==> config.mk <==
export PLATFORM = sky130hd
export DESIGN_NAME = pulse_onehot_decode
export DESIGN_NICKNAME = d
export VERILOG_FILES = /design/src/rtl/pulse_onehot_decode.sv
export SDC_FILE = /design/constraint.sdc
export NUM_CORES = 1
export LEC_CHECK = 0
export CORE_UTILIZATION = 40
export DETAILED_ROUTE_END_ITERATION = 12
export PLACE_DENSITY_LB_ADDON = 0.12
export SLEW_MARGIN = 40
export SYNTH_ARGS = -nofsm -noshare
export SYNTH_HDL_FRONTEND = slang
export SYNTH_SLANG_ARGS = --single-unit
export TNS_END_PERCENT = 20
==> constraint.sdc <==
create_clock -name vclk -period 2.3
set_input_delay 0.23 -clock vclk [all_inputs]
set_output_delay 0.23 -clock vclk [all_outputs]
set_load 0.005 [all_outputs]
==> src/rtl/pulse_onehot_decode.sv <==
// Combinational classifier for a pulse vector: one-hot, all-ones, lowest set index.
module pulse_onehot_decode #(
  parameter int unsigned NUMCHANNELS = 64
) (
  input  logic [NUMCHANNELS-1:0]         periodic_pulse,
  output logic                           is_onehot,
  output logic                           is_allones,
  output logic [$clog2(NUMCHANNELS)-1:0] index
);

  localparam int unsigned IDXW = $clog2(NUMCHANNELS);

  always_comb begin
    is_allones = &periodic_pulse;
    is_onehot  = (periodic_pulse != '0) &&
                 ((periodic_pulse & (periodic_pulse - NUMCHANNELS'(1))) == '0);
    index      = '0;
    for (int unsigned i = NUMCHANNELS; i > 0; i--) begin
      if (periodic_pulse[i-1]) index = IDXW'(i - 1);
    end
  end

endmodule

Word level (Yosys, flattened, before mapping)
Index checks and enable logic that the tools add are counted.
Storage, ports and cells
  register bits: 0
  bits in latches: 0
  bits in read-only memories: 0
  bits in writable memories: 0
  memories kept: 0
Cells by class
  reductions and logical operators: 4
  multiply operators: 0
  $add $sub $neg: 1
  magnitude comparators: 0
  shift-type cells: 0
  bitwise operators: 1
  muxes and demuxes: 64
  div/mod/pow operators: 0
  equality and inequality tests: 0
Operator list (count)
  2-to-1 mux 6 bit: 64
  bitwise AND 64 bit: 1
  zero test 64 bit: 1
  AND reduction 64 bit: 1
  nonzero test 64 bit: 1
  subtractor 64 x 1 -> 64 bit (second input constant): 1
  logical AND 1 bit: 1

Longest topological paths before layout
Gate-level depths: netlist of run 1.
  word-level depth: 64
  mapped depth: 10
  mapped depth without buffers: 7

Worst setup path before layout of run 1
OpenSTA, ideal clock, no wires.
  path kind: input-to-output
  start: input periodic_pulse[18]
  end: output is_onehot
  stages on the path: 8
  arrival time: 2344 ps
  slack: -274 ps
  buffers on the path: 1
  required time: 2070 ps
  cells stage by stage: buf_4 > nor4_4 > nand4_4 > or4_1 > o21a_1 > a2111oi_4 > o221ai_2 > nor4_2
On the way
  cells in the longest elaborated chain, start to end: 4
  elaborated cells between the ends (all ways): 5
  classes of those cells: 1 x add/sub; 1 x bitwise; 3 x reduce/logical
Ends and longest elaborated chain
  from (decl): RTL line 5  | input logic [NUMCHANNELS-1:0] periodic_pulse,
  subtractor 64 x 1 -> 64 bit: RTL line 16  | ((periodic_pulse & (periodic_pulse - NUMCHANNELS'(1))) == '0);
  bitwise AND 64 bit: RTL line 16
  zero test 64 bit: RTL line 16
  logical AND 1 bit *: RTL line 15  | is_onehot = (periodic_pulse != '0) &&
  to (decl): RTL line 6  | output logic is_onehot,
Mark *: on every way between the ends. The rest lies on a longest branch, timed or not.

Worst setup path after layout of run 1
  start: input periodic_pulse[0]
  end: output is_onehot
The elaborated chain is that of the path after synthesis.

==> results of run 1 <==
==> metrics by stage <==
step | utilization | setup TNS [ns] | hold WS [ns]
2_1_floorplan | - | -0.1943 | 0.5035
3_3_place_gp | 0.7734 | -4.887 | 1.648
3_5_place_dp | 0.7734 | -4.992 | 1.653
4_1_cts | 0.8216 | -2.474 | 0.9934
5_1_grt | 0.8596 | -3.108 | 1.036
6_report | 0.8596 | -2.525 | 1.012
==> cells by family (layout without fill, tap and decap cells) <==
group	Yosys count	count (layout)	synth area share
compound gates	96	96	0.3603
fa+ha+maj	2	2	0.01086
buf+inv	36	217	0.08141
simple gates	165	165	0.5475
==> per-layer routing <==
layer,up-vias,track usage,wire length [um]
li1,1576,-,-
met1,1610,0.5315,3921
met2,341,0.7030,4897
met4,0,0.07333,461
met5,-,0,0
met3,68,0.05483,1336
==> power breakdown <==
part / switching (mW) / internal [mW] / total, mW
Sequential: 0 / 0 / 0
Combinational: 0.266 / 0.245 / 0.510
Clock: 0 / 0 / 0
==> worst max-delay path by stage <==
stage	startpoint	end	slack [ns]	cells after the start
CTS	periodic_pulse[0]	is_onehot	-0.60	10
global route	periodic_pulse[0]	is_onehot	-0.79	12
floorplan	periodic_pulse[2]	is_onehot	-0.19	8
finish	periodic_pulse[0]	is_onehot	-0.72	13
global placement	periodic_pulse[3]	is_onehot	-1.31	10
detailed placement	periodic_pulse[3]	is_onehot	-1.34	10
==> critical path, delay by kind of cell <==
| family | cells | cell delay (ns) |
|---|---|---|
| AO/OA/AOI/OAI | 4 | 0.91 |
| AND/OR/NAND/NOR | 3 | 0.81 |
| buffers and inverters | 6 | 0.84 |
==> cell type report <==
class,instances,area [um2],area share
Tap cell,52,65.06,0.01726
Timing Repair Buffer,201,1665,0.4419
Inverter,16,60.06,0.01594
Multi-Input combinational cell,263,1978,0.5249
==> timing repair <==
action,4_1_cts,5_1_grt
pin swaps,29,17
setup buffers,17,4
resized for setup,148,31
endpoints found under the setup margin,8,8
==> cells in the mapped netlist, types with 2 or more instances <==
master | n | area share
sky130_fd_sc_hd__nor3_1 | 23 | 0.062
sky130_fd_sc_hd__nor4_1 | 23 | 0.078
sky130_fd_sc_hd__clkbuf_1 | 15 | 0.031
sky130_fd_sc_hd__a211o_1 | 3 | 0.014
sky130_fd_sc_hd__nand2_1 | 18 | 0.037
sky130_fd_sc_hd__a211oi_1 | 7 | 0.028
sky130_fd_sc_hd__o221ai_1 | 2 | 0.0095
sky130_fd_sc_hd__a2111oi_0 | 4 | 0.019
sky130_fd_sc_hd__inv_1 | 16 | 0.033
sky130_fd_sc_hd__a22oi_1 | 4 | 0.016
sky130_fd_sc_hd__o211ai_1 | 2 | 0.0081
sky130_fd_sc_hd__a21oi_1 | 28 | 0.076
sky130_fd_sc_hd__nor4b_1 | 2 | 0.0095
sky130_fd_sc_hd__nor4_4 | 7 | 0.081
sky130_fd_sc_hd__nand3b_1 | 2 | 0.0081
sky130_fd_sc_hd__or4_1 | 8 | 0.033
sky130_fd_sc_hd__o32ai_1 | 4 | 0.019
sky130_fd_sc_hd__buf_2 | 3 | 0.0081
sky130_fd_sc_hd__o31ai_1 | 8 | 0.033
sky130_fd_sc_hd__maj3_1 | 2 | 0.011
sky130_fd_sc_hd__nand3_1 | 4 | 0.011
sky130_fd_sc_hd__nand4_1 | 21 | 0.071
sky130_fd_sc_hd__a31oi_1 | 2 | 0.0068
sky130_fd_sc_hd__or3_1 | 6 | 0.020
sky130_fd_sc_hd__o311ai_0 | 2 | 0.0095
sky130_fd_sc_hd__or2_2 | 3 | 0.010
sky130_fd_sc_hd__nor4_2 | 2 | 0.014
sky130_fd_sc_hd__o21ai_0 | 15 | 0.041
sky130_fd_sc_hd__nor2_1 | 40 | 0.081
sky130_fd_sc_hd__o2111ai_1 | 2 | 0.0095
sky130_fd_sc_hd__o21bai_1 | 4 | 0.016
==> summary.txt, run 1 <==
Status
  – Outcome: finished, violations left
  – Failing checks: negative setup slack

GRT
  – GRT Overall Usage: 0.4035
  – Total congestion overflow after global routing: 0
  – Wire length of the first global-routing pass: 16240 um
  – Vias in the first global route: 3301
  – Largest net degree at the start of global routing: 12
  – Initial antenna violation count: 0

Route
  – Total iterations of the first detailed-routing run: 5
  – Number of design-rule violations left by the first detailed-router iteration: 664
  – Routed wire per std cell: 19.95 um
  – Total Routed Length: 10620 um
  – Detailed-route DRC error count: 0
  – Post-detailed-route via-to-cell ratio: 6.758
  – Via Count: 3595
  – Remaining antenna violation count: 0

Flow run
  – Reported max-cap violation count: 0

Timing
  – Slew at the pin with the worst max-slew slack: 0.4140 ns
  – Time the final worst path needs with I/O delays and setup: 3.021 ns
  – Maximum clock frequency: 331.0 MHz
  – Number of slew-limit violations in the final report: 0
  – Max-Slew Margin vs Limit: 0.7232
  – Total count of hold-check failures in the final report: 0
  – Worst setup slack after layout: -0.7209 ns
  – Final setup violation count: 7
  – Period Utilization, post-route: 1.313
  – Unrepaired setup endpoints after global routing: true

Logic synthesis
  – Gate count of the mapped netlist: 299
  – Synth Net Count: 363
  – Number of distinct library cells after synthesis: 48
  – Number of warning messages in the yosys log: 0
  – Sequential share of the synthesized area: 0
  – Syn Area/Cell: 6.168 um2
  – Post-Synthesis Cell Area: 1844 um2

Power
  – Largest voltage drop on the vdd net: 0.00008671 V
  – Ratio of total power to cell area: 135.5 nW/um2
  – Static leakage: 1.481 nW
  – Total power: 510.5 uW

Critical path
  – Start-to-end type of the worst setup path: in2out
  – Cells along the critical path: buf_8 > buf_6 > nor4_4 > nand4_1 > buf_6 > buf_4 > buf_4 > o31ai_2 > a21oi_2 > a2111oi_4 > o221ai_2 > nor4_2 > buf_2
  – Required arrival time at the worst endpoint: 2.07 ns
  – Largest fanout of any net on the critical path: 5
  – Startpoint type of the worst setup path: input pin
  – Slowest cell delay on critical path: 0.35 ns
  – Data arrival time at the worst-slack endpoint: 2.79 ns
  – Slowest stage cell, crit path: sky130_fd_sc_hd__a2111oi_4
  – Critical path capture point type: output port

Die
  – Effective utilization at floorplan: 0.4207
  – Total die area: 4886 um2
  – Count of pins on the block boundary: 72
  – Die H: 69.90 um
  – Core ar.: 4384 um2
  – Width of the die: 69.90 um
  – Number of rows created at floorplan: 24

Place
  – I/O Buffers: 72
  – Number of placed cells counting well taps: 511
  – Routability Congestion: 0.9785
  – Final HPWL DP: 7635 um
  – Post-DP Area: 3391 um2
  – Setup WS pre-CTS: -1.343 ns

Final layout
  – Count of nets after finishing: 546
  – Ant. Diodes: 0
  – Commonest non-fill, non-tap cells in the layout: sky130_fd_sc_hd__buf_4, sky130_fd_sc_hd__nor2_1, sky130_fd_sc_hd__a21oi_1
  – Cell Count, Final, Fillers Out: 532
  – Total number of sequential cells: 0
  – Growth of design area from synthesis to finish: 104.3%
  – Fraction of layout cells with a size suffix above 1: 0.4229
  – Clock buffer count: 0
  – Register area: 0 um2
  – Number of filler instances in the final layout: 258
  – Post-layout instance area: 3769 um2
  – Most common cell after layout, fill and taps aside: sky130_fd_sc_hd__buf_4

Hold path
  – Start point of the worst min-delay path: periodic_pulse[0]
  – Hold Path Sink: index[1]
  – Hold crit path type: in2out
  – Worst Hold Path Cells: 5

CTS
  – Hold-fix buffers, CTS: 0
(Power assumes the default switching activity.)
==> inputs of run 2 (changes only) <==
--- a/config.mk
+++ b/config.mk
@@ -5,7 +5,7 @@
 export SDC_FILE = /design/constraint.sdc
 export NUM_CORES = 1
 export LEC_CHECK = 0
-export CORE_UTILIZATION = 40
+export CORE_UTILIZATION = 25
 export DETAILED_ROUTE_END_ITERATION = 12
 export PLACE_DENSITY_LB_ADDON = 0.12
 export SLEW_MARGIN = 40
==> summary.txt, run 2 (same netlist as run 1, synthesis figures left out) <==
Status
  – Outcome: finished, violations left
  – Failing checks: negative setup slack

Power
  – Internal power: 256.6 uW (+4.9%)
  – Net load switching power: 255.5 uW (-3.9%)
  – Total power: 512.0 uW (+0.30%)
  – Switch share: 0.4989 (-0.02179)
  – Largest voltage drop on the vdd net: 0.00007440 V (-14%)
  – Share of total power in combinational logic: 1.000 (about the same)
  – Ratio of total power to cell area: 130.6 nW/um2 (-3.6%)
  – Fraction of power consumed by the clock network: 0 (unchanged)
  – Static leakage: 1.573 nW (+6.3%)
  – Proportion of power drawn by flip-flops and latches: 0 (unchanged)

Timing
  – Total count of hold-check failures in the final report: 0 (unchanged)
  – Maximum clock frequency: 349.1 MHz (+5.5%)
  – Number of slew-limit violations in the final report: 0 (unchanged)
  – Unrepaired setup endpoints after global routing: true
  – Hold Worst Slack: 0.9426 ns (-0.06982 ns)
  – Max-Slew Margin vs Limit: 0.7265 (+0.003391)
  – Period Utilization, post-route: 1.245 (-0.06795)
  – Worst setup slack after layout: -0.5646 ns (+0.1563 ns)
  – Sum of negative setup slack: -1.482 ns (+1.043 ns)
  – Time the final worst path needs with I/O delays and setup: 2.865 ns (-0.1563 ns)
  – Slew at the pin with the worst max-slew slack: 0.4038 ns (-0.01019 ns)
  – Final setup violation count: 6 (-1)

Final layout
  – Most common cell after layout, fill and taps aside: sky130_fd_sc_hd__buf_4
  – Post-layout instance area: 3921 um2 (+4.1%)
  – Clock buffer count: 0 (unchanged)
  – Fraction of layout cells with a size suffix above 1: 0.4789 (+0.05596)
  – Growth of design area from synthesis to finish: 112.6%
  – Count of nets after finishing: 563 (+3.1%)
  – Cell Count, Final, Fillers Out: 593 (+11%)
  – Commonest non-fill, non-tap cells in the layout: sky130_fd_sc_hd__buf_4, sky130_fd_sc_hd__nor2_1, sky130_fd_sc_hd__a21oi_1
  – Total number of sequential cells: 0 (unchanged)
  – Ant. Diodes: 0 (unchanged)
  – Final core utilization: 0.5647 (-0.2949)
  – Register area: 0 um2 (unchanged)

Hold path
  – Start point of the worst min-delay path: periodic_pulse[0]
  – Worst Hold Path Cells: 5 (unchanged)
  – Hold crit path type: in2out
  – Hold Path Sink: index[1]

Die
  – Count of pins on the block boundary: 72 (unchanged)
  – Effective utilization at floorplan: 0.2656 (-0.1551)
  – Core ar.: 6944 um2 (+58%)
  – Die H: 87.89 um (+26%)
  – Width of the die: 87.89 um (+26%)
  – Number of rows created at floorplan: 30 (+25%)
  – Total die area: 7725 um2 (+58%)

GRT
  – Vias in the first global route: 3107 (-5.9%)
  – GRT Overall Usage: 0.2547 (-0.1488)
  – Initial antenna violation count: 0 (unchanged)
  – Wire length of the first global-routing pass: 15570 um (-4.1%)
  – Largest net degree at the start of global routing: 17 (+5)
  – Total congestion overflow after global routing: 0 (unchanged)

Place
  – Setup WS pre-CTS: -1.348 ns (-0.005410 ns)
  – Final HPWL DP: 7930 um (+3.9%)
  – Post-DP Area: 3558 um2 (+4.9%)
  – I/O Buffers: 72 (unchanged)
  – Routability Congestion: 0.9337 (-4.6%)
  – Number of placed cells counting well taps: 570 (+12%)

Critical path
  – Total stage count of the critical path: 10 (-3)
  – Data arrival time at the worst-slack endpoint: 2.63 ns (-0.16 ns)
  – Count of buffer and inverter cells on the critical path: 3 (-3)
  – Slowest stage cell, crit path: sky130_fd_sc_hd__or4_4
  – Critical path capture point type: output port
  – Largest fanout of any net on the critical path: 2 (-3)
  – Slowest cell delay on critical path: 0.54 ns (+0.19 ns)
  – Most repeated library cell on the critical path: sky130_fd_sc_hd__or4_4
  – Cell family with the largest share of critical-path delay: simple AND/OR/NAND/NOR gates
  – Cells along the critical path: buf_8 > buf_6 > or4_4 > or4_4 > a21oi_2 > o221ai_1 > nor4_1 > nand4_1 > nor4_2 > buf_2
  – Required arrival time at the worst endpoint: 2.07 ns (about the same)
  – Start-to-end type of the worst setup path: in2out
  – Startpoint type of the worst setup path: input pin

Route
  – Total Routed Length: 10060 um (-5.3%)
  – Number of design-rule violations left by the first detailed-router iteration: 198 (-70%)
  – Routed wire per std cell: 16.96 um (-15%)
  – Post-detailed-route via-to-cell ratio: 5.637 (-17%)
  – Detailed-route DRC error count: 0 (unchanged)
  – Via Count: 3343 (-7.0%)
  – Remaining antenna violation count: 0 (unchanged)
  – Total iterations of the first detailed-routing run: 5 (unchanged)

Flow run
  – Reported max-cap violation count: 0 (unchanged)
## run 2: cell types whose count changed in the layout (fill, tap and decap cells not counted), sizes merged
cell           delta
buf              +21
clkbuf           +10
dlymetal6s2s      -3
clkdlybuf4s15     -9
clkdlybuf4s50     -2
## run 2: power by group through the flow
stage          logic [mW]  clock network [mW]  registers (mW)
2_1_floorplan       0.149                   0               0
3_3_place_gp        0.485                   0               0
3_5_place_dp        0.486                   0               0
4_1_cts             0.483                   0               0
5_1_grt             0.549                   0               0
6_report            0.512                   0               0
## run 2: how the worst max path moves through the flow
| stage | startpoint | endpoint | slack (ns) |
|---|---|---|---|
| floorplan | periodic_pulse[2] | is_onehot | -0.19 |
| global placement | periodic_pulse[3] | is_onehot | -1.31 |
| detailed placement | periodic_pulse[19] | is_onehot | -1.35 |
| CTS | periodic_pulse[0] | is_onehot | -0.61 |
| global route | periodic_pulse[47] | is_onehot | -0.65 |
| finish | periodic_pulse[0] | is_onehot | -0.56 |
## run 2: cell type report
type	instances	area (um2)
inverters	16	60.06
repair buffers	218	1749
fillers	694	3023
well taps	96	120.1
multi-input cells	263	1992
## run 2: tightest hold or removal path, stage by stage
cell                        delay (ns)
sky130_fd_sc_hd__buf_8            0.08
sky130_fd_sc_hd__buf_6            0.09
sky130_fd_sc_hd__buf_4            0.15
sky130_fd_sc_hd__a2111oi_4        0.05
sky130_fd_sc_hd__buf_2            0.12
## run 2: repair_timing
action / in CTS / in global routing
pin swaps: 35 / 29
resized for setup: 140 / 79
setup endpoints to repair: 8 / 8
hold buffers: 0 / 0
buffers inserted: 10 / 13
cloned: 0 / 0
## run 2: layer usage
layer / wire, um / track usage
met1: 4582 / 0.3724
met2: 4606 / 0.4165
met3: 748 / 0.01602
met4: 119 / 0.03428
met5: 0 / 0
==> inputs of run 3 (changes only) <==
--- a/config.mk
+++ b/config.mk
@@ -7,7 +7,7 @@
 export LEC_CHECK = 0
 export CORE_UTILIZATION = 25
 export DETAILED_ROUTE_END_ITERATION = 12
-export PLACE_DENSITY_LB_ADDON = 0.12
+export PLACE_DENSITY = 0.53
 export SLEW_MARGIN = 40
 export SYNTH_ARGS = -nofsm -noshare
 export SYNTH_HDL_FRONTEND = slang
==> summary.txt, run 3 (same netlist as run 1, synthesis figures left out) <==
Power
  – Largest voltage drop on the vdd net: 0.00006806 V (-8.5%)
  – Static leakage: 1.432 nW (-9.0%)
  – Total power: 482.5 uW (-5.8%)
  – Ratio of total power to cell area: 130.5 nW/um2 (about the same)

Place
  – Final HPWL DP: 7952 um (+0.27%)
  – Routability Congestion: 0.9328 (about the same)
  – Post-DP Area: 3521 um2 (-1.1%)
  – I/O Buffers: 72 (unchanged)

Timing
  – Max-Slew Margin vs Limit: 0.7134 (-0.01312)
  – Total count of hold-check failures in the final report: 0 (unchanged)
  – Slew at the pin with the worst max-slew slack: 0.4232 ns (+0.01937 ns)
  – Sum of negative setup slack: -1.417 ns (+0.06442 ns)
  – Hold Worst Slack: 0.9802 ns (+0.03765 ns)
  – Unrepaired setup endpoints after global routing: true
  – Time the final worst path needs with I/O delays and setup: 2.785 ns (-0.07916 ns)
  – Maximum clock frequency: 359.0 MHz (+2.8%)
  – Worst setup slack after layout: -0.4855 ns (+0.07916 ns)
  – Number of slew-limit violations in the final report: 0 (unchanged)
  – Final setup violation count: 6 (unchanged)
  – Period Utilization, post-route: 1.211 (-0.03442)

Status
  – Outcome: finished, violations left
  – Failing checks: negative setup slack

Critical path
  – Startpoint of the most critical setup path: periodic_pulse[48]
  – Slowest cell delay on critical path: 0.48 ns (-0.06 ns)
  – Cells along the critical path: clkdlybuf4s50_1 > nor4_2 > buf_4 > inv_1 > or4_4 > a22o_1 > a221oi_2 > nand4_1 > nor4_2 > buf_2
  – Startpoint type of the worst setup path: input pin
  – Critical path capture point type: output port
  – Start-to-end type of the worst setup path: in2out
  – Slowest stage cell, crit path: sky130_fd_sc_hd__or4_4
  – Largest fanout of any net on the critical path: 2 (unchanged)
  – Data arrival time at the worst-slack endpoint: 2.56 ns (-0.07 ns)
  – End of the critical path: is_onehot
  – Required arrival time at the worst endpoint: 2.07 ns (about the same)
  – Most repeated library cell on the critical path: sky130_fd_sc_hd__nor4_2

Final layout
  – Count of nets after finishing: 548 (-2.7%)
  – Total number of sequential cells: 0 (unchanged)
  – Commonest non-fill, non-tap cells in the layout: sky130_fd_sc_hd__buf_4, sky130_fd_sc_hd__nor2_1, sky130_fd_sc_hd__a21oi_1
  – Post-layout instance area: 3697 um2 (-5.7%)
  – Number of filler instances in the final layout: 733 (+5.6%)
  – Ant. Diodes: 0 (unchanged)
  – Clock buffer count: 0 (unchanged)
  – Growth of design area from synthesis to finish: 100.5%
  – Area of combinational cells with multiple inputs: 1877 um2 (-5.8%)
  – Fraction of layout cells with a size suffix above 1: 0.4149 (-0.06394)
  – Most common cell after layout, fill and taps aside: sky130_fd_sc_hd__buf_4
  – Register area: 0 um2 (unchanged)

Die
  – Count of pins on the block boundary: 72 (unchanged)
  – Total die area: 7725 um2 (unchanged)
  – Core ar.: 6944 um2 (unchanged)
  – Die H: 87.89 um (unchanged)
  – Width of the die: 87.89 um (unchanged)
  – Number of rows created at floorplan: 30 (unchanged)
  – Effective utilization at floorplan: 0.2656 (unchanged)

GRT
  – Wire length of the first global-routing pass: 15800 um (+1.5%)
  – Largest net degree at the start of global routing: 10 (-7)
  – Vias in the first global route: 3227 (+3.9%)
  – Initial antenna violation count: 0 (unchanged)
  – GRT Overall Usage: 0.2549 (about the same)
  – Total congestion overflow after global routing: 0 (unchanged)

Route
  – Number of design-rule violations left by the first detailed-router iteration: 233 (+18%)
  – Routed wire per std cell: 17.14 um (+1.1%)
  – Total iterations of the first detailed-routing run: 5 (unchanged)
  – Remaining antenna violation count: 0 (unchanged)
  – Detailed-route DRC error count: 0 (unchanged)
  – Via Count: 3289 (-1.6%)
  – Total Routed Length: 9908 um (-1.5%)
  – Post-detailed-route via-to-cell ratio: 5.690 (+0.94%)

Hold path
  – Hold crit path type: in2out

Flow run
  – Reported max-cap violation count: 0 (unchanged)
## run 3: changes by cell type in the layout (fill, tap and decap cells not counted), moves of 3 or more
cell | before | now
sky130_fd_sc_hd__clkdlybuf4s15_2 | 2 | 7
sky130_fd_sc_hd__buf_2 | 8 | 16
sky130_fd_sc_hd__clkbuf_2 | 11 | 0
sky130_fd_sc_hd__buf_6 | 13 | 5
sky130_fd_sc_hd__buf_4 | 141 | 126
sky130_fd_sc_hd__nor4_1 | 11 | 15
sky130_fd_sc_hd__nor4_4 | 11 | 8
sky130_fd_sc_hd__clkdlybuf4s15_1 | 3 | 12
## run 3: worst min-delay path by stage
| stage | from | endpoint | slack, ns | cells past startpoint |
|---|---|---|---|---|
| 3_3_place_gp | periodic_pulse[1] | index[1] | 1.74 | 5 |
| 2_1_floorplan | periodic_pulse[1] | index[1] | 0.50 | 1 |
| 4_1_cts | periodic_pulse[12] | index[3] | 1.06 | 5 |
| 6_report | periodic_pulse[1] | index[1] | 0.98 | 5 |
| 5_1_grt | periodic_pulse[1] | index[1] | 1.00 | 5 |
| 3_5_place_dp | periodic_pulse[47] | is_onehot | 1.74 | 6 |
## run 3: power by group
part / internal (mW) / leakage [nW] / switching, mW / total (mW)
sequential: 0 / 0 / 0 / 0
combinational: 0.237 / 1.43 / 0.245 / 0.483
clock: 0 / 0 / 0 / 0
## run 3: critical path: cells and delay by family
kind	cells	cell delay, ns
compound gates	2	0.38
simple gates	4	1.15
buf+inv	4	0.80
## run 3: layout make-up
type / count / share of cell area
tap: 96 / 0.03249
multi-input combinational: 263 / 0.5076
timing repair buffer: 203 / 0.4437
inverter: 16 / 0.01624
## run 3: through the flow
step | util | setup slack, ns | instances
final | 0.5324 | -0.4855 | 578
after floorplan | - | -0.1943 | 299
after detailed placement | 0.5070 | -1.326 | 565
after global routing | 0.5324 | -0.6599 | 578
after CTS | 0.5245 | -0.4863 | 578
after global placement | 0.5070 | -1.348 | 565
## run 3: repair_timing
action                                  in CTS  in global routing
hold buffers                                 0                  0
pin swaps                                   30                  2
buffers inserted                            13                  0
gates resized for setup                    156                 17
cloned                                       0                  0
endpoints found under the setup margin       8                  7
## run 3: routing by layer
layer | track usage | routed length (um) | vias to the layer above
met5 | 0 | 0 | -
met4 | 0.04024 | 144 | 0
met3 | 0.02545 | 729 | 19
met2 | 0.4207 | 4444 | 177
met1 | 0.3616 | 4589 | 1515
li1 | - | - | 1578
